==> config.mk <==
export PLATFORM = sky130hd
export DESIGN_NAME = cache_arbiter
export DESIGN_NICKNAME = d
export VERILOG_FILES = /design/src/rtl/cache_types.sv /design/src/rtl/cache_arbiter.sv
export SDC_FILE = /design/constraint.sdc
export NUM_CORES = 1
export LEC_CHECK = 0
export ABC_CLOCK_PERIOD_IN_PS = 2400
export CAP_MARGIN = 20
export CORE_AREA = 2 2 547 549
export DETAILED_ROUTE_END_ITERATION = 10
export DIE_AREA = 0 0 549 551
export GPL_TIMING_DRIVEN = 0
export SLEW_MARGIN = 30
export SYNTH_ARGS = -nofsm -noshare
export SYNTH_HDL_FRONTEND = slang
export SYNTH_SLANG_ARGS = --single-unit
==> constraint.sdc <==
create_clock -name clk -period 2.4 [get_ports clk]
set_clock_uncertainty 0.2 [all_clocks]
set_input_delay 0.48 -clock clk [delete_from_list [all_inputs] [get_ports clk]]
set_output_delay 0.48 -clock clk [all_outputs]
set_load 0.005 [all_outputs]
==> src/rtl/cache_types.sv <==
// Shared arbiter types: FSM state encoding and the last-grant record.
package cache_types;

  typedef enum logic [1:0] {
    IDLE    = 2'd0,
    SERVE_I = 2'd1,
    SERVE_D = 2'd2,
    DONE    = 2'd3
  } arb_state_t;

  typedef enum logic {
    GRANT_I = 1'b0,
    GRANT_D = 1'b1
  } grant_t;

endpackage

==> src/rtl/cache_arbiter.sv <==
// Shares one line-granular memory port between I-cache and D-cache, one transaction at a time, round-robin on ties.
// Strobe 1 cycle after a request seen in IDLE; resp/rdata pass through combinationally; requesters hold requests until resp.
module cache_arbiter
  import cache_types::*;
#(
  parameter int LINE_W = 256,
  parameter int ADDR_W = 32
) (
  input  logic              clk,
  input  logic              rst,
  input  logic              i_read,
  input  logic [ADDR_W-1:0] i_addr,
  output logic [LINE_W-1:0] i_rdata,
  output logic              i_resp,
  input  logic              d_read,
  input  logic              d_write,
  input  logic [ADDR_W-1:0] d_addr,
  input  logic [LINE_W-1:0] d_wdata,
  output logic [LINE_W-1:0] d_rdata,
  output logic              d_resp,
  output logic              pmem_read,
  output logic              pmem_write,
  output logic [ADDR_W-1:0] pmem_addr,
  output logic [LINE_W-1:0] pmem_wdata,
  input  logic [LINE_W-1:0] pmem_rdata,
  input  logic              pmem_resp
);

  localparam int OFF_W = $clog2(LINE_W / 8);
  localparam logic [ADDR_W-1:0] LINE_MASK = {{(ADDR_W - OFF_W){1'b1}}, {OFF_W{1'b0}}};

  arb_state_t        state;
  grant_t            last_grant;
  logic              op_write;
  logic [ADDR_W-1:0] addr_q;
  logic [LINE_W-1:0] wdata_q;

  logic d_req;
  logic grant_d;
  logic serve_i;
  logic serve_d;

  assign d_req = d_read | d_write;
  // On a tie the side not served last time wins.
  assign grant_d = d_req & (~i_read | (last_grant == GRANT_I));

  always_ff @(posedge clk) begin
    if (rst) begin
      state      <= IDLE;
      last_grant <= GRANT_I;
      op_write   <= 1'b0;
      addr_q     <= '0;
      wdata_q    <= '0;
    end else begin
      case (state)
        IDLE: begin
          if (grant_d) begin
            state    <= SERVE_D;
            addr_q   <= d_addr & LINE_MASK;
            wdata_q  <= d_wdata;
            // read+write together is resolved as the write-back
            op_write <= d_write;
          end else if (i_read) begin
            state    <= SERVE_I;
            addr_q   <= i_addr & LINE_MASK;
            op_write <= 1'b0;
          end
        end
        SERVE_I: begin
          if (pmem_resp) begin
            last_grant <= GRANT_I;
            state      <= DONE;
          end
        end
        SERVE_D: begin
          if (pmem_resp) begin
            last_grant <= GRANT_D;
            state      <= DONE;
          end
        end
        DONE:    state <= IDLE;
        default: state <= IDLE;
      endcase
    end
  end

  assign serve_i = (state == SERVE_I);
  assign serve_d = (state == SERVE_D);

  assign pmem_read  = (serve_i | serve_d) & ~op_write;
  assign pmem_write = (serve_i | serve_d) & op_write;
  assign pmem_addr  = addr_q;
  assign pmem_wdata = wdata_q;

  assign i_resp  = serve_i & pmem_resp;
  assign d_resp  = serve_d & pmem_resp;
  assign i_rdata = i_resp ? pmem_rdata : '0;
  assign d_rdata = d_resp ? pmem_rdata : '0;

endmodule

After elaboration in Yosys (flattened, before gate mapping)
Cells that the tools add are included.
Cells by class
  equality and inequality tests: 7
  muxes and demuxes: 13
  bitwise logic cells: 11
  reductions and logical operators: 8
Operator list (count)
  $mux 256: 2
  $mux 32: 2
  $mux 2: 3
  $pmux 2 s3: 1
  $reduce_and 2->1: 3
  $and 1x1->1: 5
  $eq 2x2->1 const B: 2
  $mux 1: 4
  $ne 2x2->1 const B: 2
  $reduce_bool 2->1: 2
  $ne 3x3->1 const B: 1
  $not 1->1: 3
  $or 1x1->1: 3
  $reduce_and 3->1: 1
  $eq 2x1->1 const B: 1
  $logic_not 2->1: 1
  $ne 2x1->1 const B: 1
  $pmux 1 s2: 1
  $reduce_or 2->1: 1
Word-level totals
  register bits after elaboration: 292
  input bits: 582
  output and inout bits: 804
  logic and storage cells: 44

Depth between registers and ports, before layout
Gate-level depths: netlist (run 1).
  depth after elaboration: 5
  depth in mapped cells: 8
  depth with buffers taken out: 5

Least setup slack after synthesis (run 1)
No wires, ideal clock.
  path kind: input to output
  start: input pmem_resp
  end: output d_rdata[100]
  arrival: 1.294 ns
  data required time: 1.720 ns
  setup slack: 0.426 ns
  cell stages on the path: 4
  path buffers: 3
  path through: buf_2 -> clkbuf_1 -> clkbuf_1 -> and3_1
Between the ends
  cells in the longest elaborated chain, start to end: 2
RTL lines
  start, declared: RTL line cache_arbiter.sv:26  | input logic pmem_resp
  $and 1x1->1: RTL line cache_arbiter.sv:96  | assign d_resp = serve_d & pmem_resp;
  $mux 256: RTL line cache_arbiter.sv:98  | assign d_rdata = d_resp ? pmem_rdata : '0;
  end, declared: RTL line cache_arbiter.sv:19  | output logic [LINE_W-1:0] d_rdata,
Every way passes these cells.

Worst setup path in the final report (run 1)
  start: input pmem_rdata[18]
  end: output d_rdata[18]
Between the ends
  cells in the longest elaborated chain, start to end: 1
RTL lines
  start, declared: RTL line cache_arbiter.sv:25  | input logic [LINE_W-1:0] pmem_rdata,
  $mux 256: RTL line cache_arbiter.sv:98
Every way passes these cells.

==> flow_metrics.tcl, run 1 <==
set metrics [dict create \
    status "finished with violations" \
    violations "negative setup slack" \
    path_cells "clkdlybuf4s50_1 > and3_1 > clkdlybuf4s50_1" \
    path_delay_family "buffers and inverters" \
    endpoint "d_rdata[18]" \
    yosysSeqAreaShare 0.392 \
    grt_pass1_wl_mm 328 \
    cts_sinks 287 \
    ir_drop_uv 511 \
    crit_buf_inv 2 \
    worstPathMaxFanout 8 \
    clk_pin_slew_ns 0.06 \
    crit_cells 3 \
    ios 1386 \
    fp.dieArea_mm2 0.302 \
    regToRegSetupSlack_ns -0.16 \
    reg2reg_depth 8 \
    ant_nets 0 \
    tritoncts "built" \
    grt_usage 0.178 \
    grt_max_degree 13 \
    cts-root-buf "clkbuf_16" \
    layout-drive-gt1-share 0.333 \
    synth-simple-area-share 0.331 \
    r2r-end "pmem_wdata[130]$_SDFFE_PP0P_" \
    grt_setup_unrepaired "true" \
    hold_path.class "input pin to flop" \
    initial_core_util 0.0495 \
    wl_per_cell_um 37.7 \
    critPathKind "input pin to output port" \
    grt_antenna_before_repair 205 \
    ys_warn_count 0 \
    synth.mux.area_fraction 0.000682 \
    fin_crit_sh 1.32 \
    dieWidth_um 549 \
    worstPathArrival_ns 2.48 \
    netlist_area_mm2 0.0147 \
    avgViaCountPerCell 3.31 \
    drt-total-wl_mm 286 \
    maxCapViolCount 0 \
    firstDrtPassIters 7 \
    synth-xor-area-share 0 \
    end_kind "output port" \
    reg2reg_from "state[1]$_SDFFE_PP0P_" \
    dp.final_hpwl_mm 255 \
    synth.distinct_cells 27 \
    synth_ff_type "dfxtp_1" \
    grt_overflow 0 \
    vias 25163 \
    whs_ns 0.167 \
    port_buffers 1368 \
    ctsLongestPathBuffers 3 \
    core_area_mm2 0.296 \
    nFillCells 34041 \
    fmax_ghz 0.317 \
    fp.dieH_um 551 \
    avgSynthCellArea_um2 7.41 \
    fin_ws_ns -0.759 \
    setup_viol 773 \
    place.gp.congestion 1.05 \
    synth_fa_ha_area_frac 0.00341 \
    cts_made_buffers 40 \
    synth_top_family_by_area "simple AND/OR/NAND/NOR gates" \
    row_count 200 \
    grt_pass1_vias 22439 \
    cellPowerDensity_mw_per_mm2 958 \
    synthCells 1981 \
    cp.required_ns 1.72 \
    slew_headroom 0.344 \
    fin_crit_ns 3.16 \
    synthArstFlopShare 0 \
    worst_slew_pin_slew_ns 0.984 \
    cp-startpoint "pmem_rdata[18]" \
    clock_latency_ns 0.60 \
    cp-start-kind "input pin" \
    synth_edf_count 0 \
    first_iter_violations 2563 \
    ys_seq_elements 287 \
    cpMostUsedCell "clkdlybuf4s50_1" \
    leakage_nw 15.7 \
    slew_violations 0 \
    synth_compound_area_frac 0.196 \
    postLayoutCellArea_mm2 0.0398 \
    post_dp_cell_area_mm2 0.0335 \
    drc 0 \
    slowest_delay_ns 1.10 \
    cts_max_level 2 \
    syn2layout_area_growth_pct 171 \
    final-hold-violation-count 0 \
    nets 4144 \
    worst_path_max_delay_cell "clkdlybuf4s50_1" \
]
[power by group]
part | leakage, nW | total, mW | internal, mW | switching, mW
combinational | 12.6 | 25.1 | 11.2 | 13.9
clock | 0.657 | 6.36 | 3.47 | 2.90
sequential | 2.37 | 6.73 | 6.00 | 0.727
[worst min-delay path by stage]
stage                                    to  depth (start not counted)  slack (ns)                         start
2_1_floorplan         op_write$_SDFFE_PP0P_                          2        0.26         op_write$_SDFFE_PP0P_
3_3_place_gp   pmem_wdata[109]$_SDFFE_PP0P_                          2        0.26  pmem_wdata[109]$_SDFFE_PP0P_
3_5_place_dp   pmem_wdata[123]$_SDFFE_PP0P_                          2        0.27  pmem_wdata[123]$_SDFFE_PP0P_
4_1_cts        pmem_wdata[206]$_SDFFE_PP0P_                          3        0.07                  d_wdata[206]
5_1_grt        pmem_wdata[204]$_SDFFE_PP0P_                          3        0.13                  d_wdata[204]
6_report       pmem_wdata[202]$_SDFFE_PP0P_                          3        0.17                  d_wdata[202]
[per-layer routing]
layer / share of wire / track usage / up-vias
met3: 0.16 / 0.122 / 476
met5: 0.0026 / 0.0113 / -
met4: 0.038 / 0.0502 / 50
met1: 0.39 / 0.207 / 12185
met2: 0.40 / 0.259 / 2018
li1: - / - / 10434
[through the flow]
| step | std cells | TNS, ns | total power, mW | util | setup WS [ns] |
|---|---|---|---|---|---|
| floorplan | 1985 | 0 | 12.3 | - | 0.426 |
| CTS | 7403 | -405.84 | 34.3 | 0.122 | -0.876 |
| global route | 7547 | -304.98 | 40.1 | 0.134 | -0.695 |
| finish | 7594 | -228.36 | 38.2 | 0.134 | -0.759 |
| global placement | 7292 | -1145.52 | 25.8 | 0.112 | -3.19 |
| detailed placement | 7298 | -798.97 | 25.9 | 0.113 | -2.05 |
[timing repair]
item                       4_1_cts  5_1_grt
setup endpoints to repair      814      981
hold endpoints to repair         0        0
pin swaps                        2        3
buffers inserted                24      113
resized for setup             1001     1951
gates cloned                     8       23
hold buffers                     0        0
[synthesized netlist by cell type, types with 2 or more instances]
cell	number	area, um^2
nor2b_1	2	12.5
and3_1	512	3200
and2_1	2	12.5
a21oi_1	259	1300
nand2_1	56	210
dfxtp_1	287	5750
nor2_1	28	105
clkbuf_1	227	852
nand3_1	257	1290
buf_2	38	190
inv_1	3	11.3
a311oi_1	27	236
o21ai_0	258	1290
ha_1	4	50.1
buf_4	9	67.6
[flip-flops by register name, summed over array words and instances (netlist names)]
signal / cells
pmem_addr: 27
state: 2
op_write: 1
pmem_wdata: 256
last_grant: 1
[area by class of cell]
class                      instances  area [um^2]  share of cell area
inverter                           4         20.0            0.000503
buffer                           268         1850              0.0464
clock inverter                    22          233             0.00584
antenna                           65          163             0.00408
timing repair buffer            1538        16100               0.404
multi-input combinational       1419         9680               0.243
clock buffer                      52         1120              0.0280
sequential                       287         5750               0.144
tap                             3939         4930               0.124
[placed cells by master, fill, tap and decap left out, types with 4 or more instances in the layout]
| cell type | n |
|---|---|
| dlymetal6s2s_1 | 43 |
| buf_8 | 56 |
| dfxtp_1 | 285 |
| clkdlybuf4s50_1 | 862 |
| clkbuf_2 | 106 |
| o21ai_0 | 258 |
| clkinv_2 | 8 |
| clkbuf_4 | 6 |
| nand3_1 | 257 |
| nand2_2 | 4 |
| buf_16 | 4 |
| and3_1 | 158 |
| nand2_1 | 51 |
| buf_6 | 388 |
| nor2_1 | 28 |
| conb_1 | 5 |
| diode_2 | 65 |
| buf_2 | 61 |
| buf_4 | 61 |
| a311oi_1 | 27 |
| and3_4 | 353 |
| clkbuf_16 | 68 |
| clkbuf_1 | 152 |
| buf_12 | 42 |
| clkbuf_8 | 7 |
| a21oi_1 | 259 |
[kinds of logic after synthesis]
kind of cell    count (synthesis)
compound gates                549
fa+ha+maj                       4
buf+inv                       279
flops                         287
mux                             1
other cells                     1
simple gates                  860
[worst min-delay path, stage by stage]
cell and delay, ns:
clkdlybuf4s50_1 0.40, nand3_1 0.07, a21oi_1 0.05
Note: power is estimated with default switching activity, not from simulation.
==> inputs of run 2 (changes only) <==
CAP_MARGIN = unset   (was 20)
==> results of run 2 <==
Final layout, timing and power as in run 1 (identical DEF).
==> inputs of run 3 (changes only) <==
ABC_CLOCK_PERIOD_IN_PS = 2600   (was 2400)
CORE_AREA = 2 2 543 545   (was 2 2 547 549)
DIE_AREA = 0 0 545 547   (was 0 0 549 551)
SLEW_MARGIN = 20   (was 30)
clock period = 2.6 ns   (was 2.4 ns; I/O delays follow)
==> flow_metrics.tcl, run 3 (synthesis gave the netlist of run 1 again) <==
set metrics [dict create \
    critPathKind "flop to output port" \
    grt_max_degree 14 \
    worstPathMaxFanout 10 \
    place.gp.congestion 1.00 \
    wl_per_cell_um 37.6 \
    cpMostUsedCell "buf_12" \
    cts_sinks 287 \
    fp.dieH_um 547 \
    dp.final_hpwl_mm 255 \
    grt_overflow 0 \
    ios 1386 \
    fp.dieArea_mm2 0.298 \
    path_cells "inv_4 > ha_4 > buf_12 > buf_12 > clkbuf_16 > clkbuf_8 > and3_1 > dlygate4sd2_1" \
    clk_pin_slew_ns 0.06 \
    cts_hold_buf 0 \
    initial_core_util 0.0501 \
    status "finished with violations" \
    drc 0 \
    clock_latency_ns 0.64 \
    cp-start-kind "flop" \
    hold_path.class "input pin to flop" \
    setup_viol 790 \
    cp.required_ns 1.88 \
    worst_path_max_delay_cell "dlygate4sd2_1" \
    violations "negative setup slack" \
    slowest_delay_ns 0.39 \
    whs_ns 0.232 \
    dpl_worst_slack_ns -2.18 \
    maxCapViolCount 0 \
    power_mw 31.8 \
    syn2layout_area_growth_pct 149 \
    drt-total-wl_mm 282 \
    final_common_cell "clkdlybuf4s50_1" \
    grt_setup_unrepaired "true" \
    tritoncts "built" \
    grt_antenna_before_repair 226 \
    worst_slew_pin_slew_ns 1.09 \
    worstPathArrival_ns 2.50 \
    layout-drive-gt1-share 0.149 \
    row_count 199 \
    end_kind "output port" \
    cellPowerDensity_mw_per_mm2 868 \
    fmax_ghz 0.311 \
    ctsLongestPathBuffers 3 \
    vias 24424 \
    cts_max_level 2 \
    fin_crit_sh 1.24 \
    post_dp_cell_area_mm2 0.0334 \
    postLayoutCellArea_mm2 0.0366 \
    dieWidth_um 545 \
    slew_headroom 0.275 \
    ir_drop_uv 562 \
    grt_pass1_wl_mm 327 \
    grt_usage 0.180 \
    ant_nets 0 \
    port_buffers 1368 \
    first_iter_violations 2751 \
    cts-root-buf "clkbuf_16" \
    slew_violations 0 \
    fin_ws_ns -0.617 \
    core_area_mm2 0.293 \
    leakage_nw 15.7 \
    fin_crit_ns 3.22 \
    nets 4035 \
    largest_reg_flops 256 \
    firstDrtPassIters 5 \
    final-hold-violation-count 0 \
    final.setup.tns_ns -272.54 \
    grt_pass1_vias 22449 \
    cts_made_buffers 42 \
    avgViaCountPerCell 3.26 \
    layout_common_cells "clkdlybuf4s50_1 (939), and3_1 (402), dfxtp_1 (285), a21oi_1 (259), o21ai_0 (258)" \
]
run 3: cell count changes in the layout (fill, tap and decap cells not counted), sizes merged:
cell           delta
clkinvlp          -1
buf             -419
dlygate4sd2     +200
clkdlybuf4s15    +45
clkdlybuf4s50    +77
clkbuf           -23
diode            +21
dlymetal6s2s     +15
inv               +2
clkinv            -3
run 3: through the flow:
step | instances | utilization
6_report | 7488 | 0.125
5_1_grt | 7423 | 0.124
4_1_cts | 7389 | 0.123
3_5_place_dp | 7277 | 0.114
3_3_place_gp | 7272 | 0.114
2_1_floorplan | 1985 | -
run 3: repair_timing:
item | 4_1_cts | 5_1_grt
hold endpoints to repair | 0 | 0
endpoints found under the setup margin | 867 | 864
buffers inserted | 24 | 14
gates resized for setup | 839 | 445
pin swaps | 2 | 0
cloned | 10 | 0
run 3: path summary, 6_finish.rpt:
check                                                  start                           end  slack [ns]  depth (start not counted)
worst min register to register  pmem_wdata[110]$_SDFFE_PP0P_  pmem_wdata[110]$_SDFFE_PP0P_        0.28                          2
worst max-delay path                   state[0]$_SDFFE_PP0P_                   d_rdata[38]       -0.62                          8
worst min-delay path                            d_wdata[178]  pmem_wdata[178]$_SDFFE_PP0P_        0.23                          3
worst max register to register         state[0]$_SDFFE_PP0P_    pmem_addr[21]$_SDFFE_PP0P_       -0.41                          9
run 3: cell type report:
type                       count  area, um^2
antenna                       86         215
tap                         3919        4900
timing repair buffer        1420       14100
fill                       33731      256000
clock inverter                20         221
multi-input combinational   1419        8370
sequential                   287        5750
inverter                       4        17.5
buffer                       275        1830
clock buffer                  58        1190
run 3: per-layer routing:
metal,share of wire,vias to the layer above,routed length [um],track usage
met1,0.40,11818,113000,0.216
met2,0.41,1949,115000,0.265
met5,0.0019,-,537,0.00609
li1,-,10216,-,-
met3,0.16,389,44900,0.116
met4,0.029,52,8220,0.0398
run 3: critical path: cells and delay by family, from the launching register on:
kind,cells,cell delay (ns)
fa+ha+maj,1,0.12
buf+inv,6,1.14
flops,1,0.37
simple gates,1,0.15
run 3: power by group:
part / internal, mW / switching, mW
combinational: 7.70 / 11.9
clock: 3.38 / 2.63
sequential: 5.54 / 0.643
total: 16.6 / 15.1
